**config.mk**
```make
export PLATFORM = sky130hd
export DESIGN_NAME = vram_bus_sched
export DESIGN_NICKNAME = d
export VERILOG_FILES = /design/src/rtl/vram_bus_sched.sv
export SDC_FILE = /design/constraint.sdc
export NUM_CORES = 1
export LEC_CHECK = 0
export ABC_AREA = 1
export CAP_MARGIN = 20
export CORE_MARGIN = 8
export CORE_UTILIZATION = 40
export CTS_BUF_LIST = sky130_fd_sc_hd__clkbuf_8
export CTS_CLUSTER_SIZE = 10
export DETAILED_ROUTE_END_ITERATION = 10
export PLACE_DENSITY = 0.72
export SYNTH_ARGS = -nofsm -noshare
export SYNTH_HDL_FRONTEND = slang
export SYNTH_SLANG_ARGS = --single-unit
export TNS_END_PERCENT = 10
```
**constraint.sdc**
```tcl
create_clock -name CLK -period 2.4 [get_ports CLK]
set_clock_uncertainty 0.05 [all_clocks]
set_input_delay 0.48 -clock CLK [delete_from_list [all_inputs] [get_ports CLK]]
set_output_delay 0.48 -clock CLK [all_outputs]
set_load 0.02 [all_outputs]
```
**src/rtl/vram_bus_sched.sv**
```systemverilog
// PPU external VRAM bus sequencer: arbitrates render fetch vs CPU $2007, drives ALE/RD/WR phases (optional VRAM_PAL_DECODE_EN diverts $3Fxx CPU writes to pal_wr).
// Latency: request seen at an IDLE/DATA edge -> ADDR (ack) next cycle, DATA after, read valid one cycle after DATA.
// Backpressure: requesters hold req until their ack pulse; one access in flight, starvation counter bounds CPU wait.
module vram_bus_sched #(
    parameter int STARVE_MAX = 16
) (
    input  logic        CLK,
    input  logic        RES,
    input  logic        blnk,
    input  logic        render_req,
    input  logic [13:0] render_addr,
    output logic        render_ack,
    output logic        render_valid,
    output logic [7:0]  render_data,
    input  logic        cpu_req,
    input  logic        cpu_we,
    input  logic [13:0] cpu_addr,
    input  logic [7:0]  cpu_wdata,
    output logic        cpu_ack,
    output logic        cpu_valid,
    output logic [7:0]  cpu_rdata,
    input  logic [7:0]  pd_in,
    output logic [13:0] pa_out,
    output logic        ale,
    output logic        rd,
    output logic        wr,
    output logic        ad_oe,
    output logic [7:0]  ad_wdata,
    output logic        pal_wr,
    output logic        busy
);

    typedef enum logic [1:0] {
        ST_IDLE,
        ST_ADDR,
        ST_DATA
    } state_t;

    localparam logic [7:0] STARVE_LIM = 8'(STARVE_MAX);

    state_t     state;
    state_t     state_nxt;
    logic       own_cpu;
    logic       op_we;
    logic       grant_vld;
    logic       grant_cpu;
    logic       render_elig;
    logic       starve_hit;
    logic       rd_done;
    logic       pal_sel;
    logic [7:0] starve_cnt;

    assign render_elig = render_req & ~blnk;
    assign starve_hit  = (starve_cnt >= STARVE_LIM);
    assign rd_done     = (state == ST_DATA) & ~op_we;

    // Grants are only evaluated when the bus is free: at the end of IDLE or DATA.
    always_comb begin
        state_nxt = state;
        grant_vld = 1'b0;
        grant_cpu = 1'b0;
        case (state)
            ST_ADDR: state_nxt = ST_DATA;
            default: begin
                if (render_elig | cpu_req) begin
                    state_nxt = ST_ADDR;
                    grant_vld = 1'b1;
                    grant_cpu = cpu_req & (starve_hit | ~render_elig);
                end else begin
                    state_nxt = ST_IDLE;
                end
            end
        endcase
    end

    always_ff @(posedge CLK) begin
        if (RES) begin
            state <= ST_IDLE;
        end else begin
            state <= state_nxt;
        end
    end

`ifdef VRAM_PAL_DECODE_EN
    assign pal_sel = op_we & (pa_out[13:8] == 6'h3F);

    always_ff @(posedge CLK) begin
        if (RES) begin
            pal_wr <= 1'b0;
        end else begin
            pal_wr <= (state == ST_ADDR) & pal_sel;
        end
    end
`else
    assign pal_sel = 1'b0;
    assign pal_wr  = 1'b0;
`endif

    // Owner/op and the bus address are latched at grant and held through DATA.
    always_ff @(posedge CLK) begin
        if (RES) begin
            own_cpu  <= 1'b0;
            op_we    <= 1'b0;
            pa_out   <= 14'd0;
            ad_wdata <= 8'd0;
        end else if (grant_vld) begin
            own_cpu <= grant_cpu;
            op_we   <= grant_cpu & cpu_we;
            pa_out  <= grant_cpu ? cpu_addr : render_addr;
            if (grant_cpu) begin
                ad_wdata <= cpu_wdata;
            end
        end
    end

    always_ff @(posedge CLK) begin
        if (RES) begin
            ale        <= 1'b0;
            render_ack <= 1'b0;
            cpu_ack    <= 1'b0;
            rd         <= 1'b0;
            wr         <= 1'b0;
            ad_oe      <= 1'b0;
            busy       <= 1'b0;
        end else begin
            ale        <= grant_vld;
            render_ack <= grant_vld & ~grant_cpu;
            cpu_ack    <= grant_vld & grant_cpu;
            rd         <= (state == ST_ADDR) & ~op_we;
            wr         <= (state == ST_ADDR) & op_we & ~pal_sel;
            ad_oe      <= (state == ST_ADDR) & op_we & ~pal_sel;
            busy       <= (state_nxt != ST_IDLE);
        end
    end

    always_ff @(posedge CLK) begin
        if (RES) begin
            render_valid <= 1'b0;
            cpu_valid    <= 1'b0;
            render_data  <= 8'd0;
            cpu_rdata    <= 8'd0;
        end else begin
            render_valid <= rd_done & ~own_cpu;
            cpu_valid    <= rd_done & own_cpu;
            if (rd_done & ~own_cpu) begin
                render_data <= pd_in;
            end
            if (rd_done & own_cpu) begin
                cpu_rdata <= pd_in;
            end
        end
    end

    // Counts cycles the CPU has been waiting; the ack cycle itself restarts it.
    always_ff @(posedge CLK) begin
        if (RES) begin
            starve_cnt <= 8'd0;
        end else if (!cpu_req || cpu_ack) begin
            starve_cnt <= 8'd0;
        end else if (starve_cnt != 8'hFF) begin
            starve_cnt <= starve_cnt + 8'd1;
        end
    end

endmodule

```
==> results.yml, run 1 <==
finish:
  fin_nets: 473
  antennaDiodeCount: 0
  drive_gt1_share_pct: 8.451
  areaGrowthSynthToFinish_pct: 48.95
  finalNonFillerCells: 501
  final_area_um2: 3628
  final_util_pct: 61.28
synthesis:
  yosysWarnings: 0
  ys_ff_latch: 57
  synthesis.nets: 379
  synthDistinctLibCells: 25
  syn_avg_cell_area_um2: 7.450
  synthCells: 327
  synthesis.area_um2: 2436
  seq_area_frac_synth_pct: 46.84
clock_network:
  cts.htree.levels: 3
  cts_resized: 0
  cts-root-buf: "clkbuf_8"
  cts_buffer_depth: 2
  cts_hold_buf: 0
  clkTransAtPathRegs_ns: 0.06
  post_cts_buffers: 0
  cts_tree: "built"
  clock-sinks: 57
  cts_made_buffers: 9
  worstSkewPairLatency_ns: 0.34
status:
  status: "finished clean"
global_routing:
  grt.busiest_layer: "met2"
  grt_pass1_vias: 2237
  grt_pass1_wl_um: 10450
  grt_max_degree: 34
  grt_usage_pct: 15.04
  grt_overflow: 0
  antenna_found_initial: 0
  grt_util_met3_pct: 6.475
  grt_use_met1_pct: 17.07
  grt_use_met2_pct: 23.92
drt:
  wl_per_cell_um: 12.72
  dr_total_vias: 2315
  drcViolationCount: 0
  drtAntennaViolNets: 0
  drtPass1Iterations: 4
  routed_via_density: 4.621
  finalWirelength_um: 6373
  drtIter0Drc: 67
timing:
  setup_violations: 0
  fmax_ghz: 0.5359
  rsz0062_at_grt: "no"
  slew_headroom_pct: 63.59
  tightestPinTransition_ns: 0.5446
  hold_viol_final: 0
  fin_crit_sh_pct: 77.75
  setup_slack_ns: 0.5341
  final_max_slew_viol_count: 0
  holdWs_ns: 0.3916
  timing.setup.tns_ns: 0
  layout_min_cycle_time_ns: 1.866
setup_path:
  max_stage_delay_ns: 0.64
  worstSetupPathType: "reg -> out"
  cp_num_buf_inv: 1
  crit_fanout: 3
  path_cells: "clkdlybuf4s50_1"
  cp_data_arrival_time_ns: 1.34
  r2r_slack_ns: 0.95
  crit_slowest_cell: "clkdlybuf4s50_1"
  worstSetupEndpointType: "output pin"
  critical_path_required_ns: 1.87
  cp-start-kind: "flop"
  crit_family: "buffers and inverters"
placement:
  gp_congestion: 0.7360
  dp.cells: 485
  place_ws_ns: 0.4436
  hpwl_um: 4738
  portBuffers: 96
  placedInstanceArea_um2: 3421
power:
  power_density_nw_per_um2: 662.2
  p_total_mw: 2.403
  ir_drop_uv: 372.2
  p_leak_nw: 1.476
floorplan:
  start_util_pct: 41.15
  die-area_um2: 8844
  io_pins: 98
  design.core.area_um2: 5921
  die_h_um: 94.04
  rows: 28
  die_x_um: 94.04
run:
  maxCapViolCount: 0
worst_hold_path:
  hold_class: "reg -> reg"
[power by group]
group	switching (mW)	internal, mW
combinational	0.227	0.222
clock	0.366	0.555
sequential	0.0301	1.00
total	0.622	1.78
[per-layer routing]
metal	vias to the layer above	share of wire, %
li1	1220	-
met1	1020	45
met2	67	46
met3	8	7.7
met4	0	1.6
met5	-	0
[cells in the mapped netlist]
cell type / count / share of area (%)
nand3_1: 18 / 3.7
nor2_2: 3 / 0.77
xor2_1: 2 / 0.72
nand2_1: 29 / 4.5
buf_8: 1 / 0.62
buf_2: 6 / 1.2
inv_2: 2 / 0.31
a31oi_1: 1 / 0.26
nor2_1: 61 / 9.4
nor2_4: 2 / 0.92
conb_1: 1 / 0.15
buf_6: 3 / 1.4
o21ai_0: 42 / 8.6
buf_1: 1 / 0.15
a21oi_1: 27 / 5.5
nor3b_1: 1 / 0.31
nand3_2: 1 / 0.41
a21oi_2: 9 / 3.2
ha_1: 2 / 1.0
dfxtp_1: 57 / 47
nor3_1: 4 / 0.82
nand3b_1: 2 / 0.62
clkbuf_1: 4 / 0.62
inv_1: 45 / 6.9
buf_4: 3 / 0.92
[cells in the final DEF, fill, tap and decap left out]
cell type,instances
clkbuf_8,12
o21ai_0,42
a21oi_1,27
dfxtp_1,57
nor3b_1,1
buf_4,4
nor2_2,3
nand2_1,29
clkinv_2,1
nand3b_1,2
nand3_2,1
nor2_4,2
bufinv_16,1
clkdlybuf4s50_1,96
conb_1,1
a21oi_2,9
a31oi_1,1
nand3_1,18
inv_1,47
ha_1,2
nor2_1,61
xor2_1,2
nor3_1,4
inv_2,2
buf_12,1
[cells by family after synthesis]
family	synth area share, %
adders and majority gates	1.027
buffers and inverters	12.17
other	0.1539
and+or+nand+nor	21.42
xor gates and xnor gates	0.7192
DFF	46.84
AOI/OAI and AO/OA	17.67
[registers in the layout, indices dropped and copies added, names as in the netlist]
name / cells
pa_out: 14
ad_wdata: 8
cpu_rdata: 8
render_data: 8
starve_cnt: 8
state: 2
ad_oe: 1
busy: 1
cpu_ack: 1
cpu_valid: 1
op_we: 1
own_cpu: 1
rd: 1
render_ack: 1
render_valid: 1
[path summary, 6_finish.rpt]
| kind | from | endpoint | cells after the start |
|---|---|---|---|
| max reg2reg | op_we | cpu_rdata[2] | 4 |
| min reg2reg | cpu_rdata[4] | cpu_rdata[4] | 2 |
| min | cpu_rdata[4] | cpu_rdata[4] | 2 |
| max | state[0] | ale | 1 |
[final cells by class]
cell class / count / area (um^2)
Sequential cell: 57 / 1141
Tap cell: 75 / 93.84
Timing Repair Buffer: 101 / 1011
Clock buffer: 12 / 165.2
Inverter: 47 / 176.4
Multi-Input combinational cell: 205 / 998.5
Clock inverter: 4 / 42.54
Fill cell: 541 / 2292
(Power assumes the default switching activity.)
==> inputs of run 2 (changes only) <==
clock period = 1.79 ns   (was 2.4 ns; I/O delays follow)
==> run 2 against run 1 <==
- die area stayed put
- global-route usage is 0.60 points lower
- flip-flop and latch count stayed put
- register-to-register slack worse by 0.62 ns
- critical endpoint unchanged
- non-clock buffer count is 5 higher
- via count is 1.1% higher
- combinational power is 38% higher
- sequential power is 34% higher
- critical path depth stayed put
- power is 38% higher
- routed wire length is 2.4% lower
- cell count is 1.0% higher
==> results.yml, run 2 (synthesized netlist as in run 1, its figures left out) <==
drt:
  wl_per_cell_um: 12.30
  drtPass1Iterations: 4
  m1WireLength_um: 2773
  maxUsedRoutingLayer: "met4"
  finalWirelength_um: 6223
  dr_wl_met2_um: 2825
  met3WireLength_um: 483
  drcViolationCount: 0
  drtAntennaViolNets: 0
  routed_via_density: 4.626
  dr_total_vias: 2341
  drtIter0Drc: 100
setup_path:
  cp-start-kind: "flop"
  crit_fanout: 3
  r2r_slack_ns: 0.33
  worstSetupEndpointType: "output pin"
  critical_path_required_ns: 1.38
  cp_num_buf_inv: 1
  worstSetupPathDepth: 1
  r2r_cells: 4
  rr_startpoint: "op_we"
  worstSetupPathType: "reg -> out"
  rr_endpoint: "cpu_rdata[0]"
  path_cells: "clkdlybuf4s50_1"
  cp_data_arrival_time_ns: 1.32
  max_stage_delay_ns: 0.63
  crit_family: "buffers and inverters"
  crit_slowest_cell: "clkdlybuf4s50_1"
global_routing:
  grt_usage_pct: 14.44
  grt_max_degree: 30
  grt_pass1_vias: 2261
  grt_overflow: 0
  grt_pass1_wl_um: 10100
  antenna_found_initial: 0
finish:
  final_area_um2: 3689
  drive_gt1_share_pct: 9.977
  antennaDiodeCount: 0
  top_register: "pa_out"
  areaGrowthSynthToFinish_pct: 51.41
  finalNonFillerCells: 506
  fin_nets: 478
  final_cell_mix: "clkdlybuf4s50_1, nor2_1, dfxtp_1"
  largest_reg_flops: 14
  mostFrequentLayoutCell: "clkdlybuf4s50_1"
worst_hold_path:
  whs_endpoint: "render_data[7]"
  hold_class: "reg -> reg"
  min_path_cells: 2
  min-delay-start: "render_data[7]"
clock_network:
  worstSkewPairLatency_ns: 0.33
  cts.htree.levels: 3
  cts_tree: "built"
  cts_buffer_depth: 2
  clkTransAtPathRegs_ns: 0.07
  cts_resized: 0
  post_cts_buffers: 0
  cts-root-buf: "clkbuf_8"
  cts_hold_buf: 0
  clock-sinks: 57
  cts_made_buffers: 9
floorplan:
  io_pins: 98
  start_util_pct: 41.15
  die_h_um: 94.04
  die_x_um: 94.04
  rows: 28
  die-area_um2: 8844
  design.core.area_um2: 5921
placement:
  placedInstanceArea_um2: 3471
  gp_congestion: 0.7528
  hpwl_um: 4699
  portBuffers: 96
  dp.cells: 490
power:
  power_density_nw_per_um2: 898.5
  ir_drop_uv: 450.1
  p_leak_nw: 1.494
status:
  status: "finished clean"
timing:
  final_max_slew_viol_count: 0
  timing.setup.tns_ns: 0
  hold_viol_final: 0
  setup_violations: 0
  layout_min_cycle_time_ns: 1.726
  tightestPinTransition_ns: 0.5677
  rsz0062_at_grt: "no"
  fmax_ghz: 0.5793
  slew_headroom_pct: 62.04
  fin_crit_sh_pct: 96.44
run:
  maxCapViolCount: 0
run 2: area by class of cell:
cell class                      count  area, um^2
Multi-Input combinational cell    205       998.5
Timing Repair Buffer              106        1061
Inverter                           47       176.4
Clock buffer                        9       123.9
Sequential cell                    57        1141
Fill cell                         541        2232
Clock inverter                      7       93.84
Tap cell                           75       93.84
run 2: power breakdown:
part / switching (mW) / internal [mW] / total, mW / leakage [nW]
Clock: 0.528 / 0.782 / 1.31 / 0.106
Sequential: 0.0396 / 1.35 / 1.38 / 0.467
Combinational: 0.306 / 0.313 / 0.620 / 0.921
Total: 0.873 / 2.44 / 3.31 / 1.49
run 2: layer usage:
metal | global-route usage [%] | vias up
met5 | 0 | -
met4 | 8.719 | 0
li1 | - | 1235
met1 | 16.60 | 1017
met3 | 4.796 | 12
met2 | 22.75 | 77
run 2: how the worst max path moves through the flow:
stage / start / to
detailed placement: render_req / pa_out[10]
finish: state[0] / ale
floorplan: state[0] / pa_out[12]
CTS: state[0] / ale
global placement: render_req / pa_out[4]
global route: state[0] / ale
run 2: metrics by stage:
step	worst slack, ns	total power [mW]	util, %	hold slack, ns
2_1_floorplan	0.4956	1.732	-	0.3968
3_3_place_gp	0.06500	2.029	58.62	0.3797
3_5_place_dp	0.007595	2.039	58.62	0.3845
4_1_cts	0.03283	3.359	62.30	0.3958
5_1_grt	0.007534	3.473	62.30	0.4185
6_report	0.06375	3.314	62.30	0.3928
==> inputs of run 3 (changes only) <==
--- a/config.mk
+++ b/config.mk
@@ -10,3 +10,3 @@
 export CORE_MARGIN = 8
-export CORE_UTILIZATION = 40
+export CORE_UTILIZATION = 30
 export CTS_BUF_LIST = sky130_fd_sc_hd__clkbuf_8
@@ -14,3 +14,4 @@
 export DETAILED_ROUTE_END_ITERATION = 10
-export PLACE_DENSITY = 0.72
+export PLACE_DENSITY = 0.56
+export SETUP_SLACK_MARGIN = 0.2
 export SYNTH_ARGS = -nofsm -noshare
==> constraint.sdc (replaced) <==
create_clock -name CLK -period 1.79 [get_ports CLK]
set_clock_uncertainty 0.05 [all_clocks]
set_input_delay 0.179 -clock CLK [delete_from_list [all_inputs] [get_ports CLK]]
set_output_delay 0.179 -clock CLK [all_outputs]
set_load 0.02 [all_outputs]
==> run 3 against run 2 <==
- die area rose by 27%
- register-to-register slack improved by 0.05 ns
- worst hold slack got worse by 0.024 ns
- maximum frequency rose by 11%
- first-iteration DRC count shrank 25%
- via count is 1.9% lower
- global-route usage down 2.9 points
- design area is 0.61% higher
- routed wire length grew 5.4%
- sequential power barely moved
- clock-buffer cell count stayed put
- worst setup slack improved by 0.17 ns
- critical path type unchanged
- critical endpoint unchanged
- largest cell class unchanged
- highest routed layer unchanged
==> results.yml, run 3 (synthesized netlist as in run 1, its figures left out) <==
global_routing:
  grt_max_degree: 31
  antenna_found_initial: 0
  grt_pass1_vias: 2254
  grt_pass1_wl_um: 10680
  grt_usage_pct: 11.58
  grt_overflow: 0
floorplan:
  die_h_um: 106.1
  design.core.area_um2: 8051
  io_pins: 98
  die-area_um2: 11260
  rows: 33
  die_x_um: 106.1
  start_util_pct: 30.26
finish:
  mostFrequentLayoutCell: "clkdlybuf4s50_1"
  areaGrowthSynthToFinish_pct: 52.34
  fin_nets: 477
  antennaDiodeCount: 0
  largest_reg_flops: 14
  final_cell_mix: "clkdlybuf4s50_1, nor2_1, dfxtp_1"
  final_area_um2: 3711
  top_register: "pa_out"
  final_util_pct: 46.09
  drive_gt1_share_pct: 9.535
clock_network:
  cts_tree: "built"
  cts_hold_buf: 0
  clock-sinks: 57
  cts_buffer_depth: 2
  worstSkewPairLatency_ns: 0.32
  cts_resized: 0
  post_cts_buffers: 0
  cts-root-buf: "clkbuf_8"
  clkTransAtPathRegs_ns: 0.07
  cts.htree.levels: 3
  cts_made_buffers: 9
drt:
  wl_per_cell_um: 12.26
  drcViolationCount: 0
  finalWirelength_um: 6557
  drtIter0Drc: 75
  routed_via_density: 4.292
  drtAntennaViolNets: 0
  drtPass1Iterations: 4
  dr_total_vias: 2296
setup_path:
  worstSetupPathDepth: 1
  worstSetupEndpointType: "output pin"
  crit_slowest_cell: "clkdlybuf4s50_1"
  cp_num_buf_inv: 1
  worstSetupPathType: "reg -> out"
  critical_path_required_ns: 1.56
  cp-start-kind: "flop"
  r2r_cells: 7
  path_cells: "clkdlybuf4s50_1"
  crit_family: "buffers and inverters"
  cp_data_arrival_time_ns: 1.32
  max_stage_delay_ns: 0.64
  crit_fanout: 3
power:
  p_leak_nw: 1.492
  p_total_mw: 3.280
  ir_drop_uv: 296.1
  power_density_nw_per_um2: 883.8
placement:
  hpwl_um: 4771
  placedInstanceArea_um2: 3486
  portBuffers: 96
  gp_congestion: 0.7172
timing:
  setup_violations: 0
  final_max_slew_viol_count: 0
  rsz0062_at_grt: "yes"
  fin_crit_sh_pct: 86.66
  fmax_ghz: 0.6446
  layout_min_cycle_time_ns: 1.551
  timing.setup.tns_ns: 0
  hold_viol_final: 0
worst_hold_path:
  min_path_cells: 3
  hold_class: "in -> reg"
run:
  maxCapViolCount: 0
status:
  status: "finished clean"
==> run 3: final timing paths <==
path,slack (ns),from,endpoint
min,0.37,cpu_we,op_we
max reg2reg,0.38,starve_cnt[1],starve_cnt[0]
min reg2reg,0.39,render_data[6],render_data[6]
max,0.24,state[0],ale
==> run 3: area by class of cell <==
class	count	area, um^2
timing repair buffer	105	1054
fill	822	4340
inverter	47	176.4
tap	105	131.4
sequential	57	1141
clock buffer	9	123.9
clock inverter	7	86.33
multi-input combinational	205	998.5
==> run 3: power breakdown <==
| group | internal [mW] | switching, mW | total, mW |
|---|---|---|---|
| Combinational | 0.309 | 0.308 | 0.617 |
| Clock | 0.771 | 0.503 | 1.27 |
| Sequential | 1.35 | 0.0423 | 1.39 |
| Total | 2.43 | 0.854 | 3.28 |
==> run 3: metrics by stage <==
step                instances  hold slack [ns]  worst slack [ns]
floorplan                 327           0.2735            0.4956
global placement          517           0.3812            0.2055
detailed placement        517           0.3837            0.1831
CTS                       533           0.3449            0.2101
global route              535           0.3887            0.1505
finish                    535           0.3690            0.2387
==> run 3: layer usage <==
metal / wire, um / GRT usage, %
met3: 454 / 4.174
met4: 127 / 6.231
met2: 2935 / 17.78
met5: 0 / 0
met1: 3040 / 13.86
